`src/rtl/icache_assoc.sv`:
```
// Set-associative instruction cache (1 or 2 ways) with a nibble-serial line fill.
// Each line is filled one 4-bit nibble at a time, and the combinational hit path serves fetches from the other ways during a fill.
module icache_assoc #(
   parameter int LINE_LENGTH = 4,
   parameter int NSETS       = 4,
   parameter int NWAYS       = 2,
   parameter int RV          = 16,
   parameter int PA          = 22
) (
   input  logic                            clk,
   input  logic                            reset,
   input  logic [PA-1:1]                   paddr,
   input  logic [3:0]                      dread,
   input  logic                            wstrobe_d,
   input  logic                            flush_all,
   output logic                            hit,
   output logic                            pull,
   output logic [PA-1:$clog2(LINE_LENGTH)] tag,
   output logic [RV-1:0]                   rdata
);

   // state  | meaning
   // S_IDLE | serve fetches; a miss with a strobe starts a fill
   // S_FILL | collecting nibbles of the latched line into the latched way

   localparam int OFFW  = $clog2(LINE_LENGTH);
   localparam int IDXW  = $clog2(NSETS);
   localparam int TAGW  = PA - OFFW - IDXW;
   localparam int LAW   = PA - OFFW;
   localparam int LINEW = 8 * LINE_LENGTH;
   localparam int CNTW  = OFFW + 1;
   localparam int NNIB  = 2 * LINE_LENGTH;

   typedef enum logic {S_IDLE, S_FILL} state_t;

   state_t                r_state;
   logic [CNTW-1:0]       r_cnt;
   logic [LAW-1:0]        r_fill_line;
   logic                  r_fill_way;
   logic [NWAYS-1:0]      r_valid [NSETS];
   logic [NSETS-1:0]      r_lru;
   logic [LINEW-1:0]      r_data  [NWAYS][NSETS];
   logic [TAGW-1:0]       r_tags  [NWAYS][NSETS];

   logic [LAW-1:0]        w_line_addr;
   logic [IDXW-1:0]       w_idx;
   logic [TAGW-1:0]       w_ptag;
   logic [OFFW-1:0]       w_boff;
   logic [IDXW-1:0]       w_fset;
   logic [TAGW-1:0]       w_ftag;
   logic                  w_hit;
   logic                  w_hit_way;
   logic                  w_victim;
   logic [LINEW-1:0]      w_rline;
   logic [RV-1:0]         w_mask;
   logic                  w_start;
   logic                  w_step;
   logic                  w_last;
   logic                  w_wr_en;
   logic                  w_wr_way;
   logic [IDXW-1:0]       w_wr_set;
   logic [CNTW-1:0]       w_wr_nib;

   assign w_line_addr = paddr[PA-1:OFFW];
   assign w_idx       = paddr[OFFW+IDXW-1:OFFW];
   assign w_ptag      = paddr[PA-1:OFFW+IDXW];
   assign w_boff      = OFFW'({paddr, 1'b0});
   assign w_fset      = r_fill_line[IDXW-1:0];
   assign w_ftag      = r_fill_line[LAW-1:IDXW];

   always_comb begin
      w_hit     = 1'b0;
      w_hit_way = 1'b0;
      for (int w = 0; w < NWAYS; w++) begin
         if (r_valid[w_idx][w] && (r_tags[w][w_idx] == w_ptag)) begin
            w_hit     = 1'b1;
            w_hit_way = 1'(w);
         end
      end
   end

   // Lowest-numbered invalid way wins; otherwise the LRU bit picks the victim.
   always_comb begin
      w_victim = (NWAYS == 1) ? 1'b0 : r_lru[w_idx];
      for (int w = NWAYS - 1; w >= 0; w--) begin
         if (!r_valid[w_idx][w]) w_victim = 1'(w);
      end
   end

   assign w_rline = r_data[w_hit_way][w_idx];
   assign w_mask  = (RV == 32 && paddr[1]) ? RV'(16'hFFFF) : {RV{1'b1}};
   assign rdata   = RV'(w_rline >> {w_boff, 3'b000}) & w_mask;

   assign hit  = w_hit;
   assign pull = (r_state == S_FILL) ? 1'b1 : !w_hit;
   assign tag  = (r_state == S_FILL) ? r_fill_line : w_line_addr;

   assign w_start  = (r_state == S_IDLE) && !w_hit && wstrobe_d;
   assign w_step   = (r_state == S_FILL) && wstrobe_d;
   assign w_last   = w_step && (r_cnt == CNTW'(NNIB - 1));
   assign w_wr_en  = (w_start || w_step) && !reset && !flush_all;
   assign w_wr_way = (r_state == S_FILL) ? r_fill_way : w_victim;
   assign w_wr_set = (r_state == S_FILL) ? w_fset : w_idx;
   // Nibble k sits at nibble position k^1: even k is the high half of its byte.
   assign w_wr_nib = ((r_state == S_FILL) ? r_cnt : '0) ^ CNTW'(1);

   always_ff @(posedge clk) begin
      if (w_wr_en) r_data[w_wr_way][w_wr_set][{w_wr_nib, 2'b00} +: 4] <= dread;
      if (w_wr_en && w_last) r_tags[r_fill_way][w_fset] <= w_ftag;
   end

   always_ff @(posedge clk) begin
      if (reset || flush_all) begin
         r_state <= S_IDLE;
         r_cnt   <= '0;
         r_valid <= '{default: '0};
         r_lru   <= '0;
      end else begin
         case (r_state)
            S_IDLE: begin
               if (w_hit) begin
                  r_lru[w_idx] <= ~w_hit_way;
               end else if (wstrobe_d) begin
                  r_fill_line               <= w_line_addr;
                  r_fill_way                <= w_victim;
                  r_valid[w_idx][w_victim]  <= 1'b0;
                  r_cnt                     <= CNTW'(1);
                  r_state                   <= S_FILL;
               end
            end
            S_FILL: begin
               if (w_last) begin
                  r_valid[w_fset][r_fill_way] <= 1'b1;
                  r_lru[w_fset]               <= ~r_fill_way;
                  r_cnt                       <= '0;
                  r_state                     <= S_IDLE;
               end else if (w_step) begin
                  r_cnt <= r_cnt + CNTW'(1);
               end
            end
            default: r_state <= S_IDLE;
         endcase
      end
   end

endmodule

```
`config.mk`:
```
export PLATFORM = sky130hd
export DESIGN_NAME = icache_assoc
export DESIGN_NICKNAME = d
export VERILOG_FILES = /design/src/rtl/icache_assoc.sv
export SDC_FILE = /design/constraint.sdc
export NUM_CORES = 1
export LEC_CHECK = 0
export CAP_MARGIN = 20
export CORE_MARGIN = 1
export CORE_UTILIZATION = 55
export DETAILED_ROUTE_END_ITERATION = 12
export PLACE_DENSITY_LB_ADDON = 0.2
export SETUP_SLACK_MARGIN = 0.5
export SLEW_MARGIN = 20
export SYNTH_ARGS = -nofsm -noshare
export SYNTH_HDL_FRONTEND = slang
export SYNTH_SLANG_ARGS = --single-unit
export TNS_END_PERCENT = 5
```
`constraint.sdc`:
```
create_clock -name clk -period 4.5 [get_ports clk]
set_input_delay 0.9 -clock clk [delete_from_list [all_inputs] [get_ports clk]]
set_output_delay 0.9 -clock clk [all_outputs]
set_load 0.005 [all_outputs]
```
-- Yosys cells after proc, flatten, opt, wreduce, memory -nomap -nowiden
Memory sizes are Yosys's and may differ from the RTL's.
Cells that the tools add are included.
- bits in registers: 37
- RAM bits: 400
- input bits: 29
- output and inout bits: 38
- word-level logic and storage cells: 137
- memories: 2
- memories (memory ; depth ; width ; rd ports ; clocked after Yosys merged registers in ; wr ports ; line ; text):
    r_data ; 2 ; 128 ; 1 ; 0 ; 1 ; 42 ; logic [LINEW-1:0] r_data [NWAYS][NSETS];
    r_tags ; 2 ; 72 ; 2 ; 0 ; 1 ; 43 ; logic [TAGW-1:0] r_tags [NWAYS][NSETS];
- $add $sub $neg: 2
- $lt $le $gt $ge: 14
- eq/ne operators: 8
- shifts and indexed selects: 3
- mux-type cells: 62
- bitwise gates (word level): 12
- reductions and logical operators: 25
- operator list (operator ; number):
    128-bit 2-to-1 mux ; 1
    32-bit 2-to-1 mux ; 3
    18-bit 2-to-1 mux ; 5
    18-bit binary-select mux with 2-bit select ; 2
    72-bit 2-to-1 mux ; 1
    32-bit binary-select mux with 2-bit select ; 1
    32-bit demux with 2-bit select ; 1
    18-bit demux with 2-bit select ; 1
    18-bit == test ; 2
    4-bit by 7-bit variable shift with 32-bit output, first input constant ; 1
    4-bit by 7-bit indexed part select with 32-bit output ; 1
    32-bit by 5-bit right shift with 16-bit output ; 1
    8-bit 2-to-1 mux ; 3
    20-bit 2-to-1 mux ; 1
    1-bit 2-to-1 mux ; 17
    1-bit logical AND ; 16
    8-bit one-hot mux with 2 select lines ; 1
    3-bit 2-to-1 mux ; 5
    2-bit 2-to-1 mux ; 5
    3-bit >= comparator, second input constant ; 3
    3-bit by 1-bit < comparator with 1-bit output, second input constant ; 3
    2-bit NOT with 3-bit output ; 3
    8-bit bitwise AND ; 1
    4-bit bitwise mux ; 2
    other kinds (27) ; 46

-- Depth between registers and ports, before layout
- depth after elaboration: 17
- gate-level depth with buffers: 11

-- Least setup slack after synthesis
Ideal clock, no wire load.
- kind: input to register
- start point: in paddr[2] (netlist bit)
- end point: reg r_fill_line[0] (enable)
- setup time: 0.425 ns
- arrival: 4.130 ns
- path slack: -0.055 ns
- cell stages on the path: 10
- buffers on the path: 3
- path through: buf_6 -> buf_6 -> buf_4 -> mux4_2 -> xnor2_1 -> nand2_1 -> nor3_1 -> a22oi_4 -> inv_2 -> nor3_1
- longest elaborated chain between the ends: 10
- elaborated cells between the ends (all ways): 18
- RTL lines (item ; line ; text):
    start: declaration ; 12 ; input logic [PA-1:1] paddr,
    2-bit NOT with 3-bit output (not written as such) * ; 75 ; if (r_valid[w_idx][w] && (r_tags[w][w_idx] == w_ptag)) begin
    18-bit binary-select mux with 2-bit select ; 75 ;
    18-bit 2-to-1 mux (not written as such) (2 in a row) ; 75 ;
    18-bit == test ; 75 ;
    1-bit logical AND ; 75 ;
    1-bit 2-to-1 mux ; 75 ;
    1-bit 2-to-1 mux * ; 75 ;
    named net hit ; 16 ; output logic hit,
    1-bit NOT (no source line) * ; n/a ;
    4-bit AND reduction (no source line) * ; n/a ;
    end signal: assignment ; 124 ; r_fill_line <= w_line_addr;
    end: declaration ; 38 ; logic [LAW-1:0] r_fill_line;
The timed path passes the listed nets; every way through them passes the cells marked *. The select of a mux whose other input is x is not followed.
A chain may end at the register's enable or synchronous reset.

-- Worst setup path after layout
- start point: in paddr[2] (netlist bit)
- end point: out rdata[5]
- longest elaborated chain between the ends: 12
- elaborated cells between the ends (all ways): 15
- RTL lines (item ; line ; text):
    2-bit NOT with 3-bit output (not written as such) * ; 75, 90 ;
    18-bit binary-select mux with 2-bit select ; 75 ;
    18-bit 2-to-1 mux (not written as such) (2 in a row) ; 75 ;
    18-bit == test ; 75 ;
    1-bit logical AND ; 75 ;
    1-bit 2-to-1 mux ; 75 ;
    memory read 2 x 128 bit ; n/a ;
    32-bit binary-select mux with 2-bit select * ; 90 ; assign w_rline = r_data[w_hit_way][w_idx];
    32-bit 2-to-1 mux (not written as such) * (2 in a row) ; 90 ;
    32-bit by 5-bit right shift with 16-bit output * ; 92 ; assign rdata = RV'(w_rline >> {w_boff, 3'b000}) & w_mask;
    end: declaration ; 19 ; output logic [RV-1:0] rdata
Every way passes the cells marked *; elsewhere a longest branch is shown, timed or not. The select of a mux whose other input is x is not followed.

==> impl.org <==
** Outcome
- The flow ran to the end, and the final reports show no timing, DRC or antenna violations.

** Timing
- Accumulated negative setup slack :: 0 ns
- After layout, the minimum clock period comes to 4.37 ns.
- Based on the critical path, the design can be clocked at up to 229 MHz.
- Setup Skew :: 0.0145 ns
- Setup violations remaining at the end of the flow were counted as 0.
- Final hold violations :: 0
- The worst path uses 97.1% of the clock period.
- Worst relative slew slack :: 49.6%
- Setup repair after global routing could not meet its margin everywhere.
- Final Max Tran Viols :: 0
- Transition time at the pin with the least slew margin :: 0.752 ns
- Worst-case hold slack :: 0.458 ns

** Place
- Gp weighted congestion :: 0.805
- Once detailed placement completed, the half-perimeter wirelength came to 25.7 mm.
- Total of buffers placed on input and output ports :: 66

** Clocking
- TritonCTS created 44 clock buffers.
- Hold repair after CTS inserted 0 buffers.
- TritonCTS Sinks :: 437
- The clock tree synthesis step divided the H-tree into 2 levels.
- Max clock buf depth :: 3
- Clock tree from TritonCTS :: yes
- CTS clock-pin slew for the worst setup and hold paths :: 0.06 ns
- Clk_lat worst skew :: 0.55 ns
- The cell sitting at the root of the clock tree is a clkbuf_16.

** Power
- In this run switching power makes up 20.0% of total power.
- Dividing total power by cell area gives a power density of 392 mW/mm^2.
- The share of total power dissipated in sequential elements is 51.5%.
- For this design the total switching power over the nets is 1720 uW.
- Per report_power, the combinational group accounts for 5.3% of the total.
- Leak Pwr :: 0.00702 uW
- The internal portion of the total power is 6890 uW.
- Per report_power, the clock group accounts for 43.2% of the total.
- VDD sags by at most 0.308 mV.

** Cells and area
- Share of cells above drive strength 1 :: 32.7%
- At the end of the flow, the number of nets in the layout was 1216.
- Count of filler cells inserted in the layout :: 2123
- Core utilization of the finished layout :: 68.9%
- Antenna fix cells :: 0
- The area growth from synthesis to layout is 22.2%.

** Worst setup path
- By instance count, the cell type seen most on the critical path is buf_12.
- Critical path capture point type :: output port
- Internal reg-to-reg setup slack :: 1.02 ns
- The worst setup path is launched from an input port.
- Arr. time, crit path :: 3.47 ns
- On the worst path, the slowest cell contributes a delay of 0.52 ns.
- The endpoint identified for the worst register-to-register timing path is r_data[0][16].
- The critical path is of the input port to output port type.
- CP required :: 3.60 ns
- Number of cells on the worst reg-to-reg path :: 10
- Critical-path cell list :: buf_12, buf_12, buf_8, mux4_2, xnor2_1, nand4_1, nor2_2, and3_4, buf_12, buf_8, mux4_2, buf_2
- Along the worst path, the maximum fanout reaches 4.
- Slowest stage cell, crit path :: mux4_2
- The worst register-to-register path begins at r_state.

** Synth
- Sequential cell area fraction in the yosys report :: 72.1%
- Syn Nets :: 980
- #FFs+latches synth :: 437
- A synthesized cell averages 19.0 um^2.
- The cell area that synthesis handed to floorplanning was 0.0180 mm^2.
- The synthesized netlist contains 47 unique library cells.
- Yosys printed 0 warnings.
- Cells after synthesis :: 945

** Floorplanning
- The floorplan has 65 rows.
- From left edge to right edge, the die measures 183 um.
- Measured along the y axis, the die boundary spans 183 um.
- After floorplanning, the core was sized to cover 0.0319 mm^2.
- For this design the top-level I/O count stands at 67.
- For this configuration, the core starts out at a cell density of 56.4%.
- The die covers 0.0334 mm^2.

** Drt
- Number of DRC violations after detailed routing :: 0
- Dividing the detail-routed wire length by the instance count gives 23.8 um.
- Using the TritonRoute via totals, the vias-per-cell ratio works out to 5.87.
- The detailed router finished its first iteration with 816 violations.
- Summed over all layers, the routed wires come to 39.3 mm.
- Detailed-routing iteration count for the pre-antenna-repair pass :: 5
- Remaining antenna violation count :: 0
- The final route contains 9689 vias.

** Min path
- The path with the worst hold slack has its endpoint at r_lru[1].
- Cell depth of the worst min-delay path :: 2
- The worst hold path belongs to the class register to register.
- The worst hold path begins at r_lru[1].

** GRT
- For this run, the total global-route usage over all layers was measured as 24.4%.
- Number of global-route vias before repair :: 10000
- The initial antenna violation count came to 1.
- Entering global routing, the biggest net connects 37 pins.
- After global routing the overflow that remains totals 0.
- Global-route wire length before repair :: 59.5 mm

** Job
- Max-cap violations in this run came to 0.
[critical path: cells and delay by family]
family	cells	cell delay, ns
buffers and inverters	6	0.72
multiplexers	2	1.00
XOR/XNOR	1	0.16
AND/OR/NAND/NOR	3	0.69
[state kept, by name, indices dropped and copies added (netlist names)]
register,flops
r_fill_line,20
r_fill_way,1
r_tags,144
r_cnt,3
r_valid,8
r_state,1
r_data,256
r_lru,4
[synthesized netlist by cell type, drive strengths merged]
cell / instances / area, um^2
nor2: 97 / 367
ha: 6 / 75.1
a2111oi: 1 / 8.76
dfxtp: 16 / 320
and2: 26 / 163
clkbuf: 21 / 78.8
o221a: 2 / 22.5
o2111ai: 4 / 105
a211oi: 3 / 22.5
inv: 7 / 26.3
o21a: 1 / 7.51
and3: 7 / 43.8
xnor2: 32 / 280
mux2i: 13 / 130
nand3b: 1 / 7.51
nor4: 2 / 27.5
nor3: 15 / 80.1
xor2: 8 / 70.1
o32ai: 1 / 8.76
mux4: 115 / 2590
nor2b: 2 / 12.5
mux2: 18 / 203
a31oi: 3 / 18.8
buf: 19 / 139
clkinv: 1 / 3.75
nand2: 42 / 158
nand3: 7 / 35.0
nand4: 11 / 68.8
a21boi: 4 / 30.0
o21ai: 12 / 60.1
edfxtp: 421 / 12600
or2: 1 / 6.26
nand4b: 1 / 8.76
nor3b: 4 / 30.0
a22oi: 1 / 21.3
nand2b: 7 / 43.8
and4b: 1 / 10.0
a21oi: 12 / 60.1
[routing by layer]
layer | vias up | wire [um] | global-route usage [%]
met5 | - | 0 | 0
met4 | 0 | 1090 | 8.07
met3 | 80 | 2050 | 3.57
met2 | 358 | 19700 | 41.1
met1 | 4977 | 16400 | 33.1
li1 | 4274 | - | -
[power by group through the flow]
stage          sequential (uW)  clock, uW  combinational (uW)
2_1_floorplan             4520          0                 243
3_3_place_gp              4520          0                 442
3_5_place_dp              4520          0                 447
4_1_cts                   4440       3770                 458
5_1_grt                   4440       3920                 484
6_report                  4440       3720                 456
[how the worst max path moves through the flow]
stage,startpoint,endpoint,cells past startpoint
after floorplan,paddr[3],rdata[12],10
after global placement,paddr[2],rdata[9],10
after detailed placement,paddr[2],rdata[0],10
after CTS,paddr[2],rdata[11],12
final,paddr[2],rdata[5],12
after global routing,paddr[2],rdata[10],12
[cell usage in the layout, fill, tap and decap left out, drive strengths merged, types with 7 or more instances in the layout]
master,count
edfxtp,421
buf,175
mux4,115
nor2,97
clkbuf,59
clkdlybuf4s50,46
nand2,42
xnor2,32
and2,26
mux2,18
clkinv,17
dfxtp,16
nor3,15
mux2i,13
a21oi,12
o21ai,12
nand4,11
xor2,8
nand2b,7
clkdlybuf4s15,7
nand3,7
and3,7
inv,7
[stage by stage]
step                      area, um^2  instances  worst slack (ns)  power (uW)
final                          22000       1652             0.130        8610
after global routing           22000       1652            0.0590        8840
after CTS                      22000       1650             0.202        8670
after detailed placement       20300       1550            -0.196        4970
after global placement         20300       1550            -0.160        4960
after floorplan                18000        945             0.397        4760
[logic make-up (layout without fill, tap and decap cells)]
family,Yosys count,after routing,share of synthesized area [%]
mux,146,146,16.3
fa+ha+maj,6,6,0.417
xor+xnor,40,40,1.95
simple gates,224,224,5.90
flops,437,437,72.1
compound gates,44,44,2.03
buf+inv,48,320,1.38
[final cells by class]
| cell class | count | area (um^2) | share of cell area (%) |
|---|---|---|---|
| Sequential cell | 437 | 13000 | 59.0 |
| Multi-Input combinational cell | 460 | 4870 | 22.2 |
| Timing Repair Buffer | 230 | 2090 | 9.51 |
| Clock buffer | 59 | 1210 | 5.51 |
| Tap cell | 435 | 544 | 2.48 |
| Clock inverter | 23 | 269 | 1.22 |
| Inverter | 8 | 30.0 | 0.137 |
[repair_timing]
item | 4_1_cts | 5_1_grt
endpoints found under the setup margin | 18 | 18
gates resized for setup | 72 | 1
gates cloned | 1 | 0
setup buffers | 17 | 2
hold endpoints to repair | 0 | 0
pin swaps | 7 | 3
No activity file was read; power rests on OpenSTA's default activity.
